<file path="src/rtl/fetch_pkg.sv">
// fetch_pkg: shared defaults and redirect-kind encodings for the fetch control slice.
//   DEF_ADDR_W    : default instruction-address width
//   DEF_RAS_DEPTH : default return-address-stack depth
//   br_kind_e     : redirect kinds carried on br_kind (values 5-7 are reserved)
package fetch_pkg;

    localparam int DEF_ADDR_W    = 8;
    localparam int DEF_RAS_DEPTH = 8;

    typedef enum logic [2:0] {
        BR_JR   = 3'd0,
        BR_JPC  = 3'd1,
        BR_BRFL = 3'd2,
        BR_CALL = 3'd3,
        BR_RET  = 3'd4
    } br_kind_e;

endpackage

</file>
<file path="src/rtl/return_stack.sv">
// return_stack: LIFO of return addresses.
//   clk, rst_n : clock, async active-low reset (empties the stack)
//   push, din  : write din on top; ignored when full
//   pop        : discard top entry; ignored when empty
//   top        : current top entry (zero when empty)
//   full, empty: occupancy flags
// The caller never asserts push and pop in the same cycle.
module return_stack #(
    parameter int W     = 8,
    parameter int DEPTH = 8
) (
    input  logic         clk,
    input  logic         rst_n,
    input  logic         push,
    input  logic         pop,
    input  logic [W-1:0] din,
    output logic [W-1:0] top,
    output logic         full,
    output logic         empty
);

    localparam int SP_W  = $clog2(DEPTH + 1);
    localparam int IDX_W = (DEPTH > 1) ? $clog2(DEPTH) : 1;

    logic [W-1:0]     mem [DEPTH];
    logic [SP_W-1:0]  sp;          // number of valid entries
    logic [IDX_W-1:0] top_idx;
    logic [IDX_W-1:0] wr_idx;

    assign full    = (sp == SP_W'(DEPTH));
    assign empty   = (sp == '0);
    assign top_idx = IDX_W'(sp - 1'b1);
    assign wr_idx  = IDX_W'(sp);
    assign top     = empty ? '0 : mem[top_idx];

    always_ff @(posedge clk or negedge rst_n) begin
        if (!rst_n) begin
            sp <= '0;
        end else if (push && !full) begin
            sp <= sp + 1'b1;
        end else if (pop && !empty) begin
            sp <= sp - 1'b1;
        end
    end

    // Storage needs no reset: entries above sp are never read.
    always_ff @(posedge clk) begin
        if (push && !full) begin
            mem[wr_idx] <= din;
        end
    end

endmodule

</file>
<file path="src/rtl/fetch_control.sv">
// fetch_control: program counter and redirect handling for the fetch stage.
//   clk, rst_n     : clock, async active-low reset
//   stall          : hold pc_out / if_pc / if_valid (a redirect still wins)
//   br_valid       : one-cycle redirect request from execute
//   br_kind        : JR / JPC / BRFL / CALL / RET (5-7 reserved -> no redirect)
//   br_target      : absolute target, or signed offset for JPC
//   br_pc          : address of the redirecting instruction
//   pc_out         : fetch address into the 1-cycle synchronous instruction memory
//   if_pc          : address of the word memory is presenting this cycle
//   if_valid       : presented word is valid and not flushed
//   ras_overflow   : sticky, CALL seen while the return stack was full
//   ras_underflow  : sticky, RET seen while the return stack was empty
module fetch_control
    import fetch_pkg::*;
#(
    parameter int ADDR_W    = DEF_ADDR_W,
    parameter int RAS_DEPTH = DEF_RAS_DEPTH
) (
    input  logic              clk,
    input  logic              rst_n,
    input  logic              stall,
    input  logic              br_valid,
    input  logic [2:0]        br_kind,
    input  logic [ADDR_W-1:0] br_target,
    input  logic [ADDR_W-1:0] br_pc,
    output logic [ADDR_W-1:0] pc_out,
    output logic [ADDR_W-1:0] if_pc,
    output logic              if_valid,
    output logic              ras_overflow,
    output logic              ras_underflow
);

    logic              redirect;
    logic [ADDR_W-1:0] redir_pc;
    logic              ras_push;
    logic              ras_pop;
    logic              call_full;
    logic              ret_empty;
    logic [ADDR_W-1:0] ras_top;
    logic              ras_full;
    logic              ras_empty;

    always_comb begin
        redirect  = 1'b0;
        redir_pc  = '0;
        ras_push  = 1'b0;
        ras_pop   = 1'b0;
        call_full = 1'b0;
        ret_empty = 1'b0;
        if (br_valid) begin
            case (br_kind)
                BR_JR, BR_BRFL: begin
                    redirect = 1'b1;
                    redir_pc = br_target;
                end
                // Offset and PC share one width, so wrapping addition of the
                // raw offset equals adding its sign extension modulo 2^ADDR_W.
                BR_JPC: begin
                    redirect = 1'b1;
                    redir_pc = br_pc + ADDR_W'(1) + br_target;
                end
                BR_CALL: begin
                    redirect  = 1'b1;
                    redir_pc  = br_target;
                    ras_push  = !ras_full;
                    call_full = ras_full;
                end
                BR_RET: begin
                    redirect  = 1'b1;
                    redir_pc  = ras_empty ? '0 : ras_top;
                    ras_pop   = !ras_empty;
                    ret_empty = ras_empty;
                end
                default: ;  // reserved kinds fall through to sequential/stall
            endcase
        end
    end

    always_ff @(posedge clk or negedge rst_n) begin
        if (!rst_n) begin
            pc_out        <= '0;
            if_pc         <= '0;
            if_valid      <= 1'b0;
            ras_overflow  <= 1'b0;
            ras_underflow <= 1'b0;
        end else begin
            if (redirect) begin
                // Word already in flight is from the wrong path: flush it.
                pc_out   <= redir_pc;
                if_pc    <= pc_out;
                if_valid <= 1'b0;
            end else if (!stall) begin
                pc_out   <= pc_out + ADDR_W'(1);
                if_pc    <= pc_out;
                if_valid <= 1'b1;
            end
            if (call_full) ras_overflow  <= 1'b1;
            if (ret_empty) ras_underflow <= 1'b1;
        end
    end

    return_stack #(
        .W     (ADDR_W),
        .DEPTH (RAS_DEPTH)
    ) u_ras (
        .clk   (clk),
        .rst_n (rst_n),
        .push  (ras_push),
        .pop   (ras_pop),
        .din   (br_pc + ADDR_W'(1)),
        .top   (ras_top),
        .full  (ras_full),
        .empty (ras_empty)
    );

endmodule

</file>
<file path="config.mk">
export PLATFORM = sky130hd
export DESIGN_NAME = fetch_control
export DESIGN_NICKNAME = d
export VERILOG_FILES = /design/src/rtl/fetch_pkg.sv /design/src/rtl/return_stack.sv /design/src/rtl/fetch_control.sv
export SDC_FILE = /design/constraint.sdc
export NUM_CORES = 1
export LEC_CHECK = 0
export BUFFER_PORTS_ARGS = -buffer_cell sky130_fd_sc_hd__buf_4
export CORE_ASPECT_RATIO = 0.9
export CORE_UTILIZATION = 40
export DETAILED_ROUTE_END_ITERATION = 8
export PLACE_DENSITY = 0.56
export RECOVER_POWER = 100
export SYNTH_ARGS = -nofsm -noshare
export SYNTH_HDL_FRONTEND = slang
export SYNTH_SLANG_ARGS = --single-unit
export TNS_END_PERCENT = 20
</file>
<file path="constraint.sdc">
create_clock -name clk -period 8 [get_ports clk]
set_clock_uncertainty 0.05 [all_clocks]
set_input_delay 1.2 -clock clk [delete_from_list [all_inputs] [get_ports clk]]
set_output_delay 1.2 -clock clk [all_outputs]
set_load 0.005 [all_outputs]
</file>
==> qor.yml, run 1 <==
placement:
  io_buffers: 41
  gp_congestion: 0.880
  dp_hpwl_um: 6160
  dp_cells: 446
clock_network:
  ctsResizeCount: 0
  clk_pin_slew_ns: 0.06
  cts_tree: "done"
  clock_path_buffers: 2
  cts_hold_buf: 0
  clock_latency_ns: 0.34
  h-tree-depth: 3
  post_cts_buffers: 0
  root_buffer: "clkbuf_16"
  cts_sinks: 87
  numCtsBuffers: 9
outcome:
  violations: "max-capacitance violations, max-slew violations"
  status: "finished with violations"
synth:
  synth_warnings: 0
  synthFlopType: "edfxtp_1"
  yosys.area.top_type: "edfxtp_1"
  synthCells: 290
  synth_cell_types: 46
  synth.area.top_cells: "edfxtp_1 46%, dfrtp_1 14%, mux4_2 8.7%"
  ys_ff_latch: 87
  yosys-top-cells-count: "64 x edfxtp_1, 23 x dfrtp_1, 18 x nor2_1, 17 x a21oi_1, 16 x mux4_2"
  yosysMostFrequentCell: "edfxtp_1"
  yosysSeqAreaShare: 0.601
  synth_area_per_cell_um2: 14.3
  synth.top_cell.area_share: 0.463
  synth_nets: 325
  syn-cell-area_um2: 4160
  postSynth.asyncResetShare: 0.264
  synth_edf_count: 64
worst_setup_path:
  worst_setup_path_start_kind: "flop"
  end_kind: "flop"
  max_stage_delay_ns: 1.21
  crit_type: "reg -> reg"
  cp_max_fo: 23
  critPathRequiredTime_ns: 8.15
  crit_chain: "clkbuf_1 -> inv_1 -> ha_1 -> mux4_2 -> mux2i_1 -> o221ai_1 -> a31oi_1 -> a22oi_1"
  worstPathArrival_ns: 4.19
  slowest_stage: "clkbuf_1"
timing:
  hold_violations: 0
  slew_violations: 33
  setup_violations: 0
  relSlewSlack: -0.118
  tns_ns: 0
  grt_setup_unrepaired: "no"
  timing.fmax_mhz: 247
  tightest_slew_ns: 1.68
  finalCritPeriodShare: 0.505
  whs_ns: 0.410
  final.min_clock_period_ns: 4.04
hold_path:
  min_path_type: "reg -> reg"
die:
  ios: 42
  num_rows: 34
  core_region_area_um2: 9870
  chipHeight_um: 98.7
  die_x_um: 109
  initial_core_util: 0.421
  dieArea_um2: 10800
routing:
  drc_errors: 0
  vias: 2575
  firstDrtPassIters: 4
  drt-initial-drc-count: 129
  drtAntennaViolNets: 0
  routedWlPerCell_um: 19.1
  routed_wl_um: 8810
  vias_per_cell: 5.57
power_and_ir_drop:
  power_density_nw_per_um2: 307
  ir_worst_vdd_mv: 0.118
  leakagePower_nw: 1.79
global_routing:
  grt_pass1_wl_um: 13900
  grt-ovfl-total: 0
  grt_pass1_vias: 2542
  antenna_found_initial: 0
  grtUsageTotal: 0.179
  grt_max_degree: 24
flow_run:
  cap_violations: 2
finish:
  final_cells: 462
  antenna_cells: 0
  syn2layout_area_growth_pct: 16.9
  layout-drive-gt1-share: 0.205
  utilization: 0.492
  fin_nets: 366
[flip-flops by register name (all words and copies together), names as in the netlist]
name / cells
pc_out: 8
ras_overflow: 1
u_ras.sp: 4
ras_underflow: 1
u_ras.mem: 64
if_pc: 8
if_valid: 1
[layout make-up]
class | count | area (µm²)
clock buffers | 11 | 233
clock inverters | 5 | 81.3
fillers | 888 | 5010
inverters | 7 | 26.3
multi-input cells | 184 | 1570
flip-flops and latches | 87 | 2500
well taps | 126 | 158
repair buffers | 42 | 293
[through the flow]
step / instance area, µm² / power [W] / setup WS [ns]
floorplan: 4160 / 0.000918 / 4.70
global placement: 4580 / 0.00108 / 4.28
detailed placement: 4580 / 0.00108 / 4.23
CTS: 4900 / 0.00153 / 4.59
global route: 4860 / 0.00158 / 3.48
finish: 4860 / 0.00149 / 3.96
[routing by layer]
layer,up-vias,routed length (µm),global-route usage
met2,87,3970,0.262
met5,-,0,0
met1,1282,4010,0.257
li1,1198,-,-
met3,8,722,0.0536
met4,0,95,0.0554
[layout by cell type, fill, tap and decap left out, types with 11 or more instances in the layout]
cell type and n:
a21oi_1 17, buf_4 18, clkbuf_4 18, dfrtp_1 23
edfxtp_1 64, ha_1 11, mux4_2 16, nand2_1 15
nand3_1 12, nor2_1 18, xnor2_1 11
[power breakdown]
part / internal [W] / leakage (nW) / total, W / switching [W]
clock network: 0.000274 / 0.150 / 0.000438 / 0.000164
logic: 0.000235 / 0.794 / 0.000472 / 0.000236
registers: 0.000537 / 0.843 / 0.000580 / 0.0000429
total: 0.00105 / 1.79 / 0.00149 / 0.000443
[worst paths after layout]
path | start | to | slack, ns | cells past startpoint
max | u_ras.sp[0] | pc_out[7] | 3.96 | 8
min | ras_overflow | ras_overflow | 0.41 | 1
max reg2reg | u_ras.sp[0] | pc_out[7] | 3.96 | 8
min reg2reg | ras_overflow | ras_overflow | 0.41 | 1
max in group asynchronous | rst_n | u_ras.sp[2] | 6.08 | 1
min in group asynchronous | rst_n | if_pc[2] | 1.07 | 1
[cells by family (layout without fill, tap and decap cells)]
| family | Yosys count | after routing | synth area share |
|---|---|---|---|
| fa+ha+maj | 12 | 12 | 0.0379 |
| mux | 35 | 35 | 0.136 |
| buf+inv | 19 | 65 | 0.0193 |
| simple gates | 70 | 70 | 0.0876 |
| xor+xnor | 19 | 19 | 0.0452 |
| flops | 87 | 87 | 0.601 |
| compound gates | 48 | 48 | 0.0735 |
[critical path: cells and delay by family (launching register included)]
family / cells / cell delay (ns)
AOI/OAI and AO/OA: 3 / 0.49
DFF: 1 / 0.32
buffers and inverters: 2 / 1.48
muxes: 2 / 0.63
adders and majority gates: 1 / 0.93
(Power assumes the default switching activity.)
==> run 2: changes to the inputs <==
--- a/config.mk
+++ b/config.mk
@@ -9,7 +9,7 @@
 export CORE_ASPECT_RATIO = 0.9
 export CORE_UTILIZATION = 40
 export DETAILED_ROUTE_END_ITERATION = 8
-export PLACE_DENSITY = 0.56
+export PLACE_DENSITY = 0.58
 export RECOVER_POWER = 100
 export SYNTH_ARGS = -nofsm -noshare
 export SYNTH_HDL_FRONTEND = slang
==> constraint.sdc (replaced) <==
create_clock -name clk -period 3.6 [get_ports clk]
set_clock_uncertainty 0.05 [all_clocks]
set_input_delay 0.54 -clock clk [delete_from_list [all_inputs] [get_ports clk]]
set_output_delay 0.54 -clock clk [all_outputs]
set_load 0.005 [all_outputs]
==> qor.yml, run 2 (synthesis gave the netlist of run 1 again) <==
timing:
  tightest_slew_ns: 1.27  # -0.404 ns
  final.min_clock_period_ns: 2.97
  hold_violations: 0  # unchanged
  setup_violations: 0  # unchanged
  slew_violations: 0  # -100%
  finalCritPeriodShare: 0.824
  whs_ns: 0.406  # -0.00387 ns
  tns_ns: 0  # unchanged
  timing.fmax_mhz: 337
  grt_setup_unrepaired: "no"
  relSlewSlack: 0.151  # +0.269
global_routing:
  grt_max_degree: 24  # unchanged
  grtUsageTotal: 0.185  # +0.00551
  antenna_found_initial: 0  # unchanged
  grt-ovfl-total: 0  # unchanged
  grt_pass1_wl_um: 14400  # +3.5%
  grt_pass1_vias: 2609  # +2.6%
die:
  ios: 42  # unchanged
  chipHeight_um: 98.7  # unchanged
  die_x_um: 109  # unchanged
  initial_core_util: 0.421  # unchanged
  num_rows: 34  # unchanged
  core_region_area_um2: 9870  # unchanged
  dieArea_um2: 10800  # unchanged
power_and_ir_drop:
  power_density_nw_per_um2: 673  # +120%
  ir_worst_vdd_mv: 0.259  # +120%
  leakagePower_nw: 1.80  # +0.71%
worst_setup_path:
  worst_setup_path_start_kind: "primary input"
  worstPathArrival_ns: 3.17  # -1.02 ns
  cp_max_fo: 9  # -61%
  crit_type: "in -> reg"
  end_kind: "flop"
  critPathRequiredTime_ns: 3.80  # -4.35 ns
clock_network:
  h-tree-depth: 3  # unchanged
  clock_latency_ns: 0.34  # about the same
  ctsResizeCount: 0  # unchanged
  numCtsBuffers: 9  # unchanged
  post_cts_buffers: 0  # unchanged
  cts_tree: "done"
  clk_pin_slew_ns: 0.07  # about the same
  root_buffer: "clkbuf_16"
  clock_path_buffers: 2  # unchanged
  cts_hold_buf: 0  # unchanged
  cts_sinks: 87  # unchanged
finish:
  largest_register: "u_ras.mem"
  largest_reg_flops: 64  # unchanged
  layout-drive-gt1-share: 0.211  # +0.00563
  syn2layout_area_growth_pct: 17.5
  layout_common_cells: "64 x edfxtp_1, 23 x dfrtp_1, 20 x buf_4, 18 x nor2_1"
  fin_nets: 376  # +2.7%
  reg_top3: "u_ras.mem (64), if_pc (8), pc_out (8)"
  antenna_cells: 0  # unchanged
  layout_commonest_cell: "edfxtp_1"
placement:
  gp_congestion: 0.897  # +1.9%
  io_buffers: 41  # unchanged
  dp_hpwl_um: 6510  # +5.7%
flow_run:
  cap_violations: 0  # -2
routing:
  vias_per_cell: 5.48  # -1.7%
  firstDrtPassIters: 4  # unchanged
  drc_errors: 0  # unchanged
  drtAntennaViolNets: 0  # unchanged
  vias: 2586  # +0.43%
  routed_wl_um: 9180  # +4.3%
  drt-initial-drc-count: 152  # +18%
  routedWlPerCell_um: 19.5  # +2.1%
outcome:
  status: "complete, no violations"
hold_path:
  min_path_type: "in -> async"
==> run 2: cell types whose count changed in the layout (fill, tap and decap cells not counted), sizes merged <==
cell      previous run  this run
clkbuf              35        41
inv                  8        11
buf                 18        20
bufinv               2         0
clkinv               1         3
clkinvlp             1         0
==> run 2: power by group <==
| group | switching [W] | internal, W | total [W] |
|---|---|---|---|
| Clock | 0.000428 | 0.000491 | 0.000919 |
| Combinational | 0.000541 | 0.000539 | 0.00108 |
| Sequential | 0.0000966 | 0.00119 | 0.00129 |
==> run 2: metal layers <==
| metal | vias to the layer above | global-route usage | wire length [µm] |
|---|---|---|---|
| li1 | 1218 | - | - |
| met1 | 1300 | 0.261 | 4360 |
| met2 | 61 | 0.287 | 4280 |
| met3 | 7 | 0.0443 | 450 |
| met4 | 0 | 0.0492 | 84 |
| met5 | - | 0 | 0 |
==> run 2: worst max-delay path: stages <==
cell	delay (ns)
clkbuf_1	0.19
ha_1	0.25
nand3_1	0.10
xnor2_1	0.69
ha_1	0.41
a21o_1	0.22
nand3_1	0.08
nand3_1	0.10
or4_1	0.41
a22oi_1	0.19
==> run 2: layout make-up <==
| class | instances | area [µm²] |
|---|---|---|
| tap | 126 | 158 |
| clock buffer | 9 | 225 |
| timing repair buffer | 52 | 334 |
| fill | 865 | 4990 |
| sequential | 87 | 2500 |
| inverter | 7 | 26.3 |
| multi-input combinational | 184 | 1570 |
| clock inverter | 7 | 73.8 |
==> run 2: path summary, 6_finish.rpt <==
path                              startpoint           end  slack (ns)  depth (start not counted)
worst max-delay path                br_pc[0]     pc_out[7]        0.63                         10
worst min-delay path                   rst_n      if_pc[2]        0.41                          1
worst max register to register   u_ras.sp[1]     pc_out[4]        0.66                          8
worst min register to register  ras_overflow  ras_overflow        0.41                          1
max in group asynchronous              rst_n  ras_overflow        2.34                          1
min in group clk                ras_overflow  ras_overflow        0.41                          1
==> run 2: per-stage QoR <==
stage               area [µm²]   util  total power [W]  cells  worst slack, ns
floorplan                 4160      -          0.00204    290            0.955
global placement          4650  0.472          0.00241    456            0.529
finish                    4880  0.495          0.00329    472            0.634
CTS                       4950  0.502          0.00335    472            0.809
global route              4880  0.495          0.00346    472            0.431
detailed placement        4650  0.472          0.00243    456            0.468
